$ cat src/rtl/gtx_common_drp_arbiter.sv
// Round-robin arbiter sharing one GTXE2_COMMON DRP port between NUM_REQ requesters.
// One captured request per requester, one DRP access in flight, timeout reports an error.
module gtx_common_drp_arbiter #(
  parameter int NUM_REQ        = 2,
  parameter int TIMEOUT_CYCLES = 64
) (
  input  logic                  DRPCLK,
  input  logic                  RST,
  input  logic [NUM_REQ-1:0]    REQ_EN,
  input  logic [NUM_REQ-1:0]    REQ_WE,
  input  logic [8*NUM_REQ-1:0]  REQ_ADDR,
  input  logic [16*NUM_REQ-1:0] REQ_DI,
  output logic [NUM_REQ-1:0]    REQ_RDY,
  output logic [NUM_REQ-1:0]    REQ_ERR,
  output logic [15:0]           REQ_DO,
  output logic [NUM_REQ-1:0]    GRANT,
  output logic                  BUSY,
  output logic [7:0]            DRPADDR,
  output logic                  DRPEN,
  output logic                  DRPWE,
  output logic [15:0]           DRPDI,
  input  logic [15:0]           DRPDO,
  input  logic                  DRPRDY
);

  localparam int PW = $clog2(NUM_REQ);
  localparam int CW = $clog2(TIMEOUT_CYCLES + 1);

  typedef enum logic [1:0] {
    IDLE  = 2'd0,
    ISSUE = 2'd1,
    WAIT  = 2'd2
  } state_t;

  state_t                  state_q, state_d;
  logic [PW-1:0]           ptr_q, ptr_d;
  logic [PW-1:0]           gidx_q, gidx_d;
  logic [NUM_REQ-1:0]      pend_q, pend_d;
  logic [NUM_REQ-1:0]      swe_q, swe_d;
  logic [8*NUM_REQ-1:0]    saddr_q, saddr_d;
  logic [16*NUM_REQ-1:0]   sdi_q, sdi_d;
  logic [NUM_REQ-1:0]      grant_q, grant_d;
  logic                    busy_q, busy_d;
  logic [7:0]              daddr_q, daddr_d;
  logic                    den_q, den_d;
  logic                    dwe_q, dwe_d;
  logic [15:0]             ddi_q, ddi_d;
  logic [NUM_REQ-1:0]      rdy_q, rdy_d;
  logic [NUM_REQ-1:0]      err_q, err_d;
  logic [15:0]             do_q, do_d;
  logic [CW-1:0]           cnt_q, cnt_d;

  logic                    found;
  logic [PW-1:0]           sel;
  logic [PW-1:0]           idx;
  logic                    done;
  logic                    tout;

  always_comb begin
    state_d = state_q;
    ptr_d   = ptr_q;
    gidx_d  = gidx_q;
    pend_d  = pend_q;
    swe_d   = swe_q;
    saddr_d = saddr_q;
    sdi_d   = sdi_q;
    grant_d = grant_q;
    busy_d  = busy_q;
    daddr_d = daddr_q;
    den_d   = 1'b0;
    dwe_d   = dwe_q;
    ddi_d   = ddi_q;
    rdy_d   = '0;
    err_d   = '0;
    do_d    = do_q;
    cnt_d   = cnt_q;
    found   = 1'b0;
    sel     = '0;
    idx     = '0;
    done    = 1'b0;
    tout    = 1'b0;

    for (int i = 0; i < NUM_REQ; i++) begin
      if (REQ_EN[i] && !pend_q[i]) begin
        pend_d[i]          = 1'b1;
        swe_d[i]           = REQ_WE[i];
        saddr_d[8*i +: 8]  = REQ_ADDR[8*i +: 8];
        sdi_d[16*i +: 16]  = REQ_DI[16*i +: 16];
      end
    end

    // scan starts one past the last owner so every requester gets a turn
    for (int k = 1; k <= NUM_REQ; k++) begin
      idx = PW'((int'(ptr_q) + k) % NUM_REQ);
      if (!found && pend_q[idx]) begin
        found = 1'b1;
        sel   = idx;
      end
    end

    unique case (state_q)
      IDLE: begin
        if (found) begin
          ptr_d        = sel;
          gidx_d       = sel;
          grant_d      = '0;
          grant_d[sel] = 1'b1;
          busy_d       = 1'b1;
          den_d        = 1'b1;
          daddr_d      = saddr_q[8*sel +: 8];
          dwe_d        = swe_q[sel];
          ddi_d        = sdi_q[16*sel +: 16];
          state_d      = ISSUE;
        end
      end
      ISSUE: begin
        cnt_d   = '0;
        state_d = WAIT;
        done    = DRPRDY;
      end
      WAIT: begin
        if (DRPRDY) begin
          done = 1'b1;
        end else if (cnt_q == CW'(TIMEOUT_CYCLES - 1)) begin
          tout = 1'b1;
        end else begin
          cnt_d = cnt_q + CW'(1);
        end
      end
      default: state_d = IDLE;
    endcase

    if (done || tout) begin
      rdy_d[gidx_q]  = 1'b1;
      err_d[gidx_q]  = tout;
      pend_d[gidx_q] = 1'b0;
      grant_d        = '0;
      busy_d         = 1'b0;
      state_d        = IDLE;
      if (tout) begin
        do_d = '0;
      end else if (!dwe_q) begin
        do_d = DRPDO;
      end
    end
  end

  always_ff @(posedge DRPCLK or posedge RST) begin
    if (RST) begin
      state_q <= IDLE;
      ptr_q   <= PW'(NUM_REQ - 1);
      gidx_q  <= '0;
      pend_q  <= '0;
      swe_q   <= '0;
      saddr_q <= '0;
      sdi_q   <= '0;
      grant_q <= '0;
      busy_q  <= 1'b0;
      daddr_q <= '0;
      den_q   <= 1'b0;
      dwe_q   <= 1'b0;
      ddi_q   <= '0;
      rdy_q   <= '0;
      err_q   <= '0;
      do_q    <= '0;
      cnt_q   <= '0;
    end else begin
      state_q <= state_d;
      ptr_q   <= ptr_d;
      gidx_q  <= gidx_d;
      pend_q  <= pend_d;
      swe_q   <= swe_d;
      saddr_q <= saddr_d;
      sdi_q   <= sdi_d;
      grant_q <= grant_d;
      busy_q  <= busy_d;
      daddr_q <= daddr_d;
      den_q   <= den_d;
      dwe_q   <= dwe_d;
      ddi_q   <= ddi_d;
      rdy_q   <= rdy_d;
      err_q   <= err_d;
      do_q    <= do_d;
      cnt_q   <= cnt_d;
    end
  end

  assign REQ_RDY = rdy_q;
  assign REQ_ERR = err_q;
  assign REQ_DO  = do_q;
  assign GRANT   = grant_q;
  assign BUSY    = busy_q;
  assign DRPADDR = daddr_q;
  assign DRPEN   = den_q;
  assign DRPWE   = dwe_q;
  assign DRPDI   = ddi_q;

endmodule

$ cat config.mk
export PLATFORM = sky130hd
export DESIGN_NAME = gtx_common_drp_arbiter
export DESIGN_NICKNAME = d
export VERILOG_FILES = /design/src/rtl/gtx_common_drp_arbiter.sv
export SDC_FILE = /design/constraint.sdc
export NUM_CORES = 1
export LEC_CHECK = 0
export CAP_MARGIN = 20
export CORE_MARGIN = 2
export CORE_UTILIZATION = 48
export CTS_CLUSTER_DIAMETER = 80
export DETAILED_ROUTE_END_ITERATION = 16
export GPL_TIMING_DRIVEN = 0
export HOLD_SLACK_MARGIN = 0.08
export PLACE_DENSITY = 0.79
export SLEW_MARGIN = 20
export SYNTH_ARGS = -nofsm -noshare
export SYNTH_HDL_FRONTEND = slang
export SYNTH_SLANG_ARGS = --single-unit
$ cat constraint.sdc
create_clock -name DRPCLK -period 9.1 [get_ports DRPCLK]
set_clock_uncertainty 0.1 [all_clocks]
set_input_delay 1.82 -clock DRPCLK [delete_from_list [all_inputs] [get_ports DRPCLK]]
set_output_delay 1.82 -clock DRPCLK [all_outputs]
set_load 0.02 [all_outputs]
==> run summary, run 1 <==
======================================================================================
Maximum number of pins on one net before global-route repair                        81
Required time worst endpoint                                                   7180 ps
Die outline area                                                            10,500 µm²
Nets                                                                               572
Post-cts hold buffer count                                                           0
Worst r2r dst                                                                REQ_DO[9]
Post-synthesis area per instance                                              12.8 µm²
Initial DRC Count                                                                   73
Post-synthesis register bit count                                                  112
Max_slew headroom                                                                60.9%
Number of cells traversed by the worst hold path                                     1
Transition time at the pin with the least slew margin                           583 ps
Setup Buffers After CTS                                                              0
Number of enable flip-flop cells after synthesis                                     0
Count of buffer and inverter cells on the critical path                              1
Via count of the first global-routing pass                                       3,343
Global-route wire length before repair                                       15,900 µm
Startpoint of the most critical register-to-register path                   state_q[0]
Layout cell share with drive strength beyond 1                                   17.8%
Post-CTS sizing                                                                      0
Setup Crit Path Kind                                                           reg2out
Count of final hold-check violations                                                 0
Worst-case reg-to-reg path depth                                                     7
Destination of the worst hold path                                          REQ_RDY[0]
Ratio of final minimum period to clock period                                    36.3%
Number of rows created at floorplan                                                 35
Combined area of all synthesized cells                                        4670 µm²
Share of Yosys cell area claimed by the top area cell type                       59.5%
Root buffer cell                                                          sky130_fd_sc_hd__clkbuf_8
Post-synthesis net count                                                           441
Largest stage delay, worst path                                                 640 ps
Die width                                                                       103 µm
Number of levels in the clock H-tree                                                 3
Max Root-Sink Buffers                                                                2
Fmax                                                                           303 MHz
Synth warnings                                                                       0
Number of nets with antenna violations after routing                                 0
Post-synthesis async set-or-reset flop share                                      100%
Clk_lat worst skew                                                              370 ps
Layout fillers                                                                     733
Worst min path class                                                           reg2reg
Clock Sinks                                                                        112
Cell type with the largest total area after synthesis                     sky130_fd_sc_hd__dfrtp_1
Dominant synthesized flop cell                                            sky130_fd_sc_hd__dfrtp_1
Library cell with the highest instance count after synthesis              sky130_fd_sc_hd__dfrtp_1
Post-detailed-route DRC marker count                                                 0
Total via count after detailed routing                                           3,237
TritonRoute pass-1 iters                                                             4
Top Family by Delay on Critical Path                                      buffers and inverters
TritonCTS buffer count                                                               9
Reg clk slew, reported paths                                                    110 ps
Post-synthesis to final-layout area growth                                       33.9%
Signal arrival time at the worst endpoint                                      1380 ps
Beginning of the worst hold path                                                gidx_q
Weighted congestion reported at the end of routability-driven placement          0.776
Setup TNS                                                                         0 ps
Antenna violations before repair                                                     0
Final HPWL DP                                                                  7170 µm
Post-synthesis instance total                                                      365
Utilization of the core after routing                                            67.0%
Kind of start point of the critical path                                      register
Top cells by area in the synthesized netlist                              sky130_fd_sc_hd__dfrtp_1 (60%), sky130_fd_sc_hd__mux2_2 (12%), sky130_fd_sc_hd__mux2i_1 (9.4%), sky130_fd_sc_hd__nand2_1 (2.8%), sky130_fd_sc_hd__o21ai_0 (2.7%)
Largest voltage drop on the vdd net                                             146 µV
Number of maximum-capacitance constraint violations                                  0
Port Buffer Count                                                                  119
Status                                                                    finished, final reports clean
Critical-path cell list                                                   clkdlybuf4s50_1
Die Height                                                                      103 µm
Clock period minus final worst setup slack                                     3300 ps
Ranking of synthesized cells by instance count                            sky130_fd_sc_hd__dfrtp_1 (111), sky130_fd_sc_hd__mux2_2 (50), sky130_fd_sc_hd__mux2i_1 (44), sky130_fd_sc_hd__nand2_1 (35), sky130_fd_sc_hd__o21ai_0 (25)
Count of antenna diodes in the layout                                                0
Setup repair after global routing missed its margin                              false
Aggregate routed wire length                                                   9870 µm
Count of different cell masters after synthesis                                     39
Number of primary I/O pins                                                         120
Max Slew Vio Count                                                                   0
Slowest stage cell on the critical path                                   sky130_fd_sc_hd__clkdlybuf4s50_1
Total global-route track usage                                                   19.6%
Static Leakage                                                              0.00283 µW
Share of synthesized area occupied by flip-flops and latches                     60.1%
Final setup viols                                                                    0
Total gr overflow                                                                    0
Areal power density over the cells                                          342 nW/µm²
Critical path capture point type                                          primary output
TritonCTS clock tree                                                               yes
Setup slack of the worst register-to-register path                             7130 ps
Vias per std cell                                                                 5.14
Floorplan core area                                                           9330 µm²
Initial cell density of the core                                                 50.0%
Wire length per cell                                                           15.7 µm
Crit path max fanout                                                                 2
======================================================================================
==> through the flow <==
| stage | total power [µW] | cells | hold WS (ps) | cell area (µm²) | worst slack [ps] |
|---|---|---|---|---|---|
| after global routing | 2280 | 630 | 397 | 6250 | 5730 |
| after detailed placement | 1870 | 614 | 375 | 6050 | 5480 |
| after global placement | 1830 | 613 | 364 | 6020 | 2750 |
| final | 2140 | 630 | 383 | 6250 | 5800 |
| after floorplan | 1480 | 365 | 342 | 4670 | 4220 |
| after CTS | 2160 | 630 | 384 | 6250 | 5770 |
==> sequential cells by signal (all words and copies together), names as in the netlist, 7 cells and up <==
name,count
saddr_q,16
cnt_q,7
sdi_q,32
DRPDI,16
REQ_DO,16
DRPADDR,8
==> placed cells by master (no fill, tap or decap), types with 2 or more instances in the layout <==
master,instances
sky130_fd_sc_hd__clkdlybuf4s50_1,119
sky130_fd_sc_hd__dfrtp_1,111
sky130_fd_sc_hd__mux2_2,50
sky130_fd_sc_hd__mux2i_1,44
sky130_fd_sc_hd__nand2_1,35
sky130_fd_sc_hd__o21ai_0,25
sky130_fd_sc_hd__nor2_1,23
sky130_fd_sc_hd__buf_2,9
sky130_fd_sc_hd__clkbuf_8,9
sky130_fd_sc_hd__a21oi_1,7
sky130_fd_sc_hd__clkbuf_1,6
sky130_fd_sc_hd__inv_1,5
sky130_fd_sc_hd__ha_1,5
sky130_fd_sc_hd__o21ai_1,4
sky130_fd_sc_hd__buf_4,3
sky130_fd_sc_hd__nand3_1,3
sky130_fd_sc_hd__buf_6,2
sky130_fd_sc_hd__nand3b_1,2
sky130_fd_sc_hd__nor2b_1,2
sky130_fd_sc_hd__a31oi_1,2
sky130_fd_sc_hd__nor3b_1,2
sky130_fd_sc_hd__nand2b_1,2
sky130_fd_sc_hd__o21bai_1,2
sky130_fd_sc_hd__o211ai_1,2
sky130_fd_sc_hd__o211a_1,2
sky130_fd_sc_hd__and3_1,2
sky130_fd_sc_hd__inv_6,2
sky130_fd_sc_hd__clkinvlp_4,2
==> where the power goes <==
part / switching, µW / total (µW) / internal (µW) / leakage, µW
Combinational: 490 / 987 / 496 / 0.00137
Sequential: 125 / 860 / 735 / 0.00136
Clock: 164 / 292 / 128 / 0.0000929
==> layer usage <==
metal | vias up | wire (µm) | part of all wire [%] | track usage [%]
li1 | 1525 | - | - | -
met1 | 1595 | 4280 | 43 | 24.2
met2 | 102 | 4640 | 47 | 32.5
met3 | 15 | 791 | 8.0 | 5.36
met4 | 0 | 159 | 1.6 | 8.31
met5 | - | 0 | 0 | 0
==> kinds of logic (layout without fill, tap and decap cells) <==
kind of cell               after synthesis  count (layout)  share of synthesized area [%]
DFF                                    112             112                           60.1
and+or+nand+nor                         78              78                           7.80
buffers and inverters                   26             162                           2.92
AOI/OAI and AO/OA                       50              50                           6.35
adders and majority gates                5               5                           1.34
muxes                                   94              94                           21.5
==> worst max path at each step <==
| stage | start | to | cells past startpoint |
|---|---|---|---|
| 5_1_grt | DRPDI[14] | DRPDI[14] | 1 |
| 4_1_cts | DRPDI[14] | DRPDI[14] | 1 |
| 3_3_place_gp | RST | saddr_q[9] | 2 |
| 6_report | DRPDI[14] | DRPDI[14] | 1 |
| 3_5_place_dp | REQ_EN[0] | sdi_q[2] | 5 |
| 2_1_floorplan | RST | BUSY | 1 |
==> cell type report <==
type                            instances  area (µm²)  share of cell area [%]
Buffer                                 20         114                    1.82
Clock buffer                           10         128                    2.04
Clock inverter                          6        67.6                    1.08
Inverter                                6        27.5                   0.441
Multi-Input combinational cell        227        1730                    27.6
Sequential cell                       112        2800                    44.9
Tap cell                              129         161                    2.58
Timing Repair Buffer                  120        1220                    19.5
(Power assumes the default switching activity.)
==> run 2, diff against run 1 <==
Settings changed: CORE_UTILIZATION 48 to 44, PLACE_DENSITY 0.79 to 0.76.
Clock period 9.1 ns to 2.9 ns, I/O delays scaled along.
==> run 2 against run 1 <==
Compared with the run above:
- count of clock-buffer cells in the layout is 1 higher
- flip-flop and latch count is the same
- worst setup slack lost 5000 ps
- via count shrank 0.28%
- hold slack gained 10 ps
- die area is 8.7% higher
- power rose to 3.1 times the previous value
- clock power rose to 3.1 times the previous value
- critical path type unchanged
- largest cell class unchanged
- highest routed layer unchanged
==> run summary, run 2 (synthesis gave the netlist of run 1 again) <==
======================================================================================
Most common cell after layout, fill and taps aside                        sky130_fd_sc_hd__clkdlybuf4s50_1
Antenna violations before repair                                                     0
Largest stage delay, worst path                                                 630 ps
TritonRoute pass-1 iters                                                             4
Worst min path class                                                           reg2reg
Number of levels in the clock H-tree                                                 3
Areal power density over the cells                                         1070 nW/µm²
Beginning of the worst hold path                                                gidx_q
Die Height                                                                      107 µm
Clock Sinks                                                                        112
Clock period minus final worst setup slack                                     2080 ps
Final HPWL DP                                                                  7510 µm
Floorplan core area                                                         10,300 µm²
TritonCTS buffer count                                                               9
Port Buffer Count                                                                  119
Setup Buffers After CTS                                                              0
Kind of start point of the critical path                                      register
Nets                                                                               574
Startpoint of the most critical register-to-register path                   state_q[0]
Largest voltage drop on the vdd net                                             529 µV
Ratio of final minimum period to clock period                                    71.8%
Reg clk slew, reported paths                                                    100 ps
Root buffer cell                                                          sky130_fd_sc_hd__clkbuf_8
Slowest stage cell on the critical path                                   sky130_fd_sc_hd__clkdlybuf4s50_1
Top Family by Delay on Critical Path                                      buffers and inverters
Number of nets with antenna violations after routing                                 0
Initial DRC Count                                                                  101
Number of maximum-capacitance constraint violations                                  0
Count of antenna diodes in the layout                                                0
TritonCTS clock tree                                                               yes
Static Leakage                                                              0.00284 µW
Worst setup path start                                                           DRPWE
Max Root-Sink Buffers                                                                2
Die width                                                                       107 µm
Crit path max fanout                                                                 3
Wire length per cell                                                           15.9 µm
Count of buffer and inverter cells on the critical path                              1
Setup Crit Path Kind                                                           reg2out
Post-CTS sizing                                                                      0
Via count of the first global-routing pass                                       3,434
Critical path capture point type                                          primary output
Number of flip-flops in the largest register                                        32
Vias per std cell                                                                 5.05
Total global-route track usage                                                   18.6%
Total gr overflow                                                                    0
Final setup viols                                                                    0
Setup TNS                                                                         0 ps
Max Slew Vio Count                                                                   0
Layout fillers                                                                     809
Layout cell share with drive strength beyond 1                                   18.1%
Fmax                                                                           480 MHz
Transition time at the pin with the least slew margin                           562 ps
Commonest cells after routing, fill and taps aside                        sky130_fd_sc_hd__clkdlybuf4s50_1 (119), sky130_fd_sc_hd__dfrtp_1 (111), sky130_fd_sc_hd__mux2_2 (50)
Post-detailed-route DRC marker count                                                 0
Post-synthesis to final-layout area growth                                       34.6%
Weighted congestion reported at the end of routability-driven placement          0.751
Critical-path cell list                                                   clkdlybuf4s50_1
Die outline area                                                            11,400 µm²
Post-cts hold buffer count                                                           0
Setup repair after global routing missed its margin                              false
Max_slew headroom                                                                62.3%
Largest register by flop count                                                   sdi_q
Total via count after detailed routing                                           3,228
Global-route wire length before repair                                       16,800 µm
Maximum number of pins on one net before global-route repair                        32
Initial cell density of the core                                                 45.2%
Signal arrival time at the worst endpoint                                      1400 ps
Clk_lat worst skew                                                              370 ps
Count of final hold-check violations                                                 0
Status                                                                    finished, final reports clean
Number of rows created at floorplan                                                 37
Utilization of the core after routing                                            60.8%
Number of primary I/O pins                                                         120
Aggregate routed wire length                                                 10,200 µm
Required time worst endpoint                                                   2220 ps
======================================================================================
run 2: per-layer routing:
layer | track usage, % | part of all wire (%) | vias up | wire length (µm)
met1 | 24.1 | 44 | 1605 | 4470
met3 | 4.19 | 5.8 | 11 | 595
met2 | 31.2 | 49 | 83 | 4990
met5 | 0 | 0 | - | 0
met4 | 5.75 | 1.3 | 0 | 128
li1 | - | - | 1529 | -
run 2: where the power goes:
part / internal (µW) / switching, µW
clock network: 357 / 557
logic: 1560 / 1550
registers: 2300 / 388
total: 4230 / 2500
run 2: final timing paths:
| path | end | slack, ps | depth (start not counted) |
|---|---|---|---|
| max in group asynchronous | DRPDI[12] | 1440 | 4 |
| min in group asynchronous | saddr_q[12] | 500 | 2 |
| max | DRPWE | 820 | 1 |
| min reg2reg | REQ_RDY[0] | 390 | 1 |
| min | REQ_RDY[0] | 390 | 1 |
| max reg2reg | REQ_DO[4] | 890 | 6 |
run 2: cell type report:
cell class	count	area (µm²)	area share [%]
well taps	136	170	2.71
clock buffers	11	141	2.25
inverters	6	26.3	0.418
repair buffers	122	1250	19.9
multi-input cells	227	1730	27.5
plain buffers	20	114	1.81
flip-flops and latches	112	2800	44.7
clock inverters	5	46.3	0.737
run 2: metrics by stage:
stage | setup WS (ps) | cells | power, µW | hold WS (ps) | area, µm²
4_1_cts | 816 | 639 | 6790 | 390 | 6280
5_1_grt | 712 | 639 | 7190 | 425 | 6280
3_5_place_dp | 530 | 623 | 5890 | 378 | 6090
6_report | 818 | 639 | 6720 | 393 | 6280
2_1_floorplan | 863 | 365 | 4640 | 342 | 4670
3_3_place_gp | -180 | 620 | 5740 | 362 | 6030
==> run 3, diff against run 2 <==
Clock period 2.9 ns to 1.7 ns, I/O delays scaled along.
==> run 3 against run 2 <==
Compared with the run above:
- final cell count is 2.2% higher
- utilization is 1.6 points higher
- register-to-register slack worse by 840 ps
- die area stayed put
- power is 72% higher
- critical path type is now reg2reg
- combinational power is 72% higher
- sequential share of layout area is 1.2 points lower
- via count is 1.8% higher
- critical path depth is 4 higher
- sequential power is 71% higher
- critical endpoint is now saddr_q[12]
- largest cell class unchanged
- flip-flop and latch count stayed put
==> run summary, run 3 (synthesis gave the netlist of run 1 again) <==
======================================================================================
Clock Sinks                                                                        112
Post-cts hold buffer count                                                           0
Wire length per cell                                                           16.1 µm
Max Root-Sink Buffers                                                                2
Root buffer cell                                                          sky130_fd_sc_hd__clkbuf_8
Max Slew Vio Count                                                                   0
Number of primary I/O pins                                                         120
Fmax                                                                           607 MHz
Die outline area                                                            11,400 µm²
Fin area                                                                      6450 µm²
Maximum number of pins on one net before global-route repair                        35
Fin worst setup slack                                                          52.0 ps
Max_slew headroom                                                                71.0%
Post-synthesis to final-layout area growth                                       38.2%
Total via count after detailed routing                                           3,287
Aggregate routed wire length                                                 10,500 µm
TritonRoute pass-1 iters                                                             4
Count of buffer and inverter cells on the critical path                              3
Vias per std cell                                                                 5.03
Setup repair after global routing missed its margin                               true
Post-detailed-route DRC marker count                                                 0
Most common cell after layout, fill and taps aside                        sky130_fd_sc_hd__dfrtp_1
Ratio of final minimum period to clock period                                    96.9%
Number of levels in the clock H-tree                                                 3
Number of nets with antenna violations after routing                                 0
Total global-route track usage                                                   19.2%
Count of final hold-check violations                                                 0
Utilization of the core after routing                                            62.5%
Signal arrival time at the worst endpoint                                      1810 ps
TritonCTS clock tree                                                               yes
Count of antenna diodes in the layout                                                0
Nets                                                                               588
Worst min path class                                                          in2async
Antenna violations before repair                                                     0
Slowest stage cell on the critical path                                   sky130_fd_sc_hd__dfrtp_1
Static Leakage                                                              0.00307 µW
Most numerous cell on the critical path                                   sky130_fd_sc_hd__buf_4
Number of rows created at floorplan                                                 37
Largest voltage drop on the vdd net                                             794 µV
Areal power density over the cells                                         1790 nW/µm²
Kind of start point of the critical path                                      register
Largest stage delay, worst path                                                 370 ps
Placed cell areas                                                             6090 µm²
Global-route wire length before repair                                       17,100 µm
Final setup viols                                                                    0
Port Buffer Count                                                                  119
Setup TNS                                                                         0 ps
Setup Crit Path Kind                                                           reg2reg
Layout cell share with drive strength beyond 1                                   22.4%
Setup slack after placement                                                    -408 ps
Critical path capture point type                                              register
Die Height                                                                      107 µm
Commonest cells after routing, fill and taps aside                        sky130_fd_sc_hd__dfrtp_1 (111), sky130_fd_sc_hd__clkdlybuf4s50_1 (70), sky130_fd_sc_hd__mux2_2 (50)
Initial cell density of the core                                                 45.2%
Final HPWL DP                                                                  7620 µm
Crit path max fanout                                                                10
Floorplan core area                                                         10,300 µm²
Via count of the first global-routing pass                                       3,495
Clk_lat worst skew                                                              370 ps
Weighted congestion reported at the end of routability-driven placement          0.743
Transition time at the pin with the least slew margin                           434 ps
Largest register by flop count                                                   sdi_q
Top Family by Delay on Critical Path                                      buffers and inverters
Total gr overflow                                                                    0
Initial DRC Count                                                                   74
Number of flip-flops in the largest register                                        32
Reg clk slew, reported paths                                                    110 ps
Clock period minus final worst setup slack                                     1650 ps
TritonCTS buffer count                                                               9
Tightest hold margin                                                            212 ps
Critical-path cell list                                                   buf_4 > nor2b_1 > buf_2 > buf_4 > mux2_2
Required time worst endpoint                                                   1860 ps
Die width                                                                       107 µm
Number of maximum-capacitance constraint violations                                  0
Status                                                                    finished, final reports clean
======================================================================================
run 3: routing by layer:
layer	global-route usage (%)	wire length [µm]	vias to the layer above
li1	-	-	1560
met1	24.8	4480	1620
met2	31.6	5150	94
met3	5.11	722	13
met4	6.22	163	0
met5	0	0	-
run 3: final timing paths:
check | depth (start not counted) | start | slack, ps | to
max | 5 | pend_q[1] | 50 | saddr_q[12]
min | 2 | RST | 210 | saddr_q[5]
max reg2reg | 5 | pend_q[1] | 50 | saddr_q[12]
min reg2reg | 1 | gidx_q | 380 | REQ_ERR[0]
max in group asynchronous | 4 | RST | 530 | saddr_q[7]
min in group DRPCLK | 1 | gidx_q | 380 | REQ_ERR[0]
run 3: timing repair:
item,4_1_cts,5_1_grt
cloned,0,1
resized for setup,71,8
setup endpoints to repair,140,83
buffers inserted,3,10
pin swaps,2,2
run 3: cell type report:
| type | count | area [µm²] |
|---|---|---|
| buffer | 20 | 161 |
| sequential | 112 | 2800 |
| multi-input combinational | 227 | 1780 |
| fill | 866 | 3870 |
| clock buffer | 10 | 128 |
| tap | 136 | 170 |
| timing repair buffer | 136 | 1310 |
| clock inverter | 6 | 68.8 |
| inverter | 6 | 26.3 |
run 3: power breakdown:
| group | leakage (µW) | switching [µW] | total, µW | internal (µW) |
|---|---|---|---|---|
| combinational | 0.00161 | 2770 | 5380 | 2610 |
| sequential | 0.00136 | 659 | 4590 | 3930 |
| clock | 0.0000904 | 895 | 1580 | 690 |
run 3: through the flow:
stage                     instances  power (µW)
after floorplan                 365        7920
after global placement          620        9790
after detailed placement        623       10100
after CTS                       642       11400
after global routing            653       12300
final                           653       11600
run 3: worst reg2reg max path: cells and delay by family (launching register included):
family                 cells  cell delay (ps)
DFF                        1              370
buffers and inverters      3              610
muxes                      1              360
and+or+nand+nor            1              100
==> RTL edit (flow settings as in run 2) <==
Re-encode `state_t` (3 states) as one-hot, 3 bits wide.
--- a/src/rtl/gtx_common_drp_arbiter.sv
+++ b/src/rtl/gtx_common_drp_arbiter.sv
@@ -26,10 +26,10 @@
   localparam int PW = $clog2(NUM_REQ);
   localparam int CW = $clog2(TIMEOUT_CYCLES + 1);
 
-  typedef enum logic [1:0] {
-    IDLE  = 2'd0,
-    ISSUE = 2'd1,
-    WAIT  = 2'd2
+  typedef enum logic [2:0] {
+    IDLE  = 3'b001,
+    ISSUE = 3'b010,
+    WAIT  = 3'b100
   } state_t;
 
   state_t                  state_q, state_d;
Formal check against the unedited RTL: no difference found for any inputs over 10 cycles, from zero or initial values and one cycle with RST high; not proved beyond that.
==> RTL edit against run 2 <==
  * Design area rose by 4.9%
  * Total power rose by 14%
  * Non-clock buffer count fell by 3
  * Fmax fell by 7.8%
  * Routed wire length rose by 2.0%
  * Sequential cell count rose by 1
  * Setup slack got worse by 0.18 ns
  * Synthesized area fell by 1.7%
==> RTL edit: results (changes against run 2) <==
Outcome -> completed
Synthesized Nets -> 414 (-6.1%)
Synth cell count leaders -> dfrtp_1, mux2_2, nor2_1
Number of CTS-inserted buffers -> 17 (+8)
Maximum net fanout on the critical path -> 3 (unchanged)
Post-CTS Setup Bufs -> 0 (unchanged)
Nets@finish -> 555 (-3.3%)
Worst Hold Class -> reg2reg
Register area share after synthesis -> 0.617 (+0.0164)
Clk slew on worst S/H paths -> 0.05 ns (-0.05 ns)
First drt pass iteration count -> 4 (unchanged)
Crit path largest cell delay -> 0.65 ns (+0.02 ns)
Pre-CTS setup slack -> 0.260 ns (-0.270 ns)
Initial drt markers -> 141 (+40%)
Proportion of layout cells with a drive suffix above 1 -> 0.226 (+0.0449)
Placed cell area -> 0.00602 mm2 (-1.2%)
WL final -> 10400 um (+2.0%)
Clock buffer depth -> 2 (unchanged)
P_leak -> 0.00285 uW (+0.44%)
Fillers -> 783 (-3.2%)
Arrival time worst endpoint -> 1.58 ns (+0.18 ns)
Ranking of synthesized cells by area -> dfrtp_1, mux2_2, mux2i_1
CP delay by family, top -> buffers and inverters
DP HPWL -> 7310 um (-2.7%)
GP Congestion -> 0.795 (+5.9%)
Clk_lat worst skew -> 0.50 ns (+0.13 ns)
Cell variety after synth -> 47 (+21%)
Number of global-route vias before repair -> 3390 (-1.3%)
Total number of vias -> 3279 (+1.6%)
# H-tree levels -> 4 (+1)
Slew margin rel. -> 0.559 (-0.0633)
Largest net degree at the start of global routing -> 35 (+9.4%)
Most flops, register -> sdi_q
First-pass GRT wire length -> 17000 um (+1.2%)
[RTL edit: logic make-up after synthesis]
group | Yosys count | synth area share
flip-flops | 113 | 0.617
multiplexers | 75 | 0.177
AO/OA/AOI/OAI | 71 | 0.108
AND/OR/NAND/NOR | 58 | 0.0671
buffers and inverters | 23 | 0.0259
XOR/XNOR | 1 | 0.00191
adder cells (fa/ha/maj) | 1 | 0.00273
[RTL edit: path summary, 6_finish.rpt]
path                       startpoint         end  slack, ns  depth (start not counted)
setup / recovery                DRPWE       DRPWE       0.64                          1
hold / removal                  ptr_q       ptr_q       0.39                          2
setup reg to reg             cnt_q[0]   REQ_DO[7]       0.92                          6
hold reg to reg                 ptr_q       ptr_q       0.39                          2
max in group asynchronous         RST  state_q[0]       1.64                          3
min in group asynchronous         RST  REQ_DO[12]       0.43                          2
[RTL edit: final cells by class]
type | instances | area [um2] | area share
Tap cell | 136 | 170 | 0.0258
Multi-Input combinational cell | 206 | 1640 | 0.248
Inverter | 6 | 26.3 | 0.00399
Clock inverter | 12 | 135 | 0.0205
Sequential cell | 113 | 2830 | 0.430
Timing Repair Buffer | 122 | 1260 | 0.191
Clock buffer | 20 | 435 | 0.0661
Buffer | 17 | 96.3 | 0.0146
[RTL edit: worst register-to-register path, cell delays in order, from the launching register on]
cell	delay (ns)
dfrtp_1	0.44
ha_1	0.28
nand3b_1	0.23
nor2_4	0.29
a21oi_2	0.17
buf_6	0.18
a22o_1	0.19
[RTL edit: routing by layer]
layer	vias up	GRT usage	routed length [um]
met5	-	0	0
met4	0	0.0545	51
met3	6	0.0803	727
met2	100	0.308	5050
met1	1659	0.249	4560
li1	1514	-	-
[RTL edit: power by group]
part	internal, uW	switching [uW]
clock network	1250	717
logic	1500	1430
registers	2320	425
total	5070	2570
[RTL edit: through the flow]
stage	instances	util	TNS, ns
after floorplan	342	-	0
after global placement	597	0.582	-19.99
after detailed placement	600	0.588	0
after CTS	632	0.644	0
after global routing	632	0.644	0
final	632	0.644	0
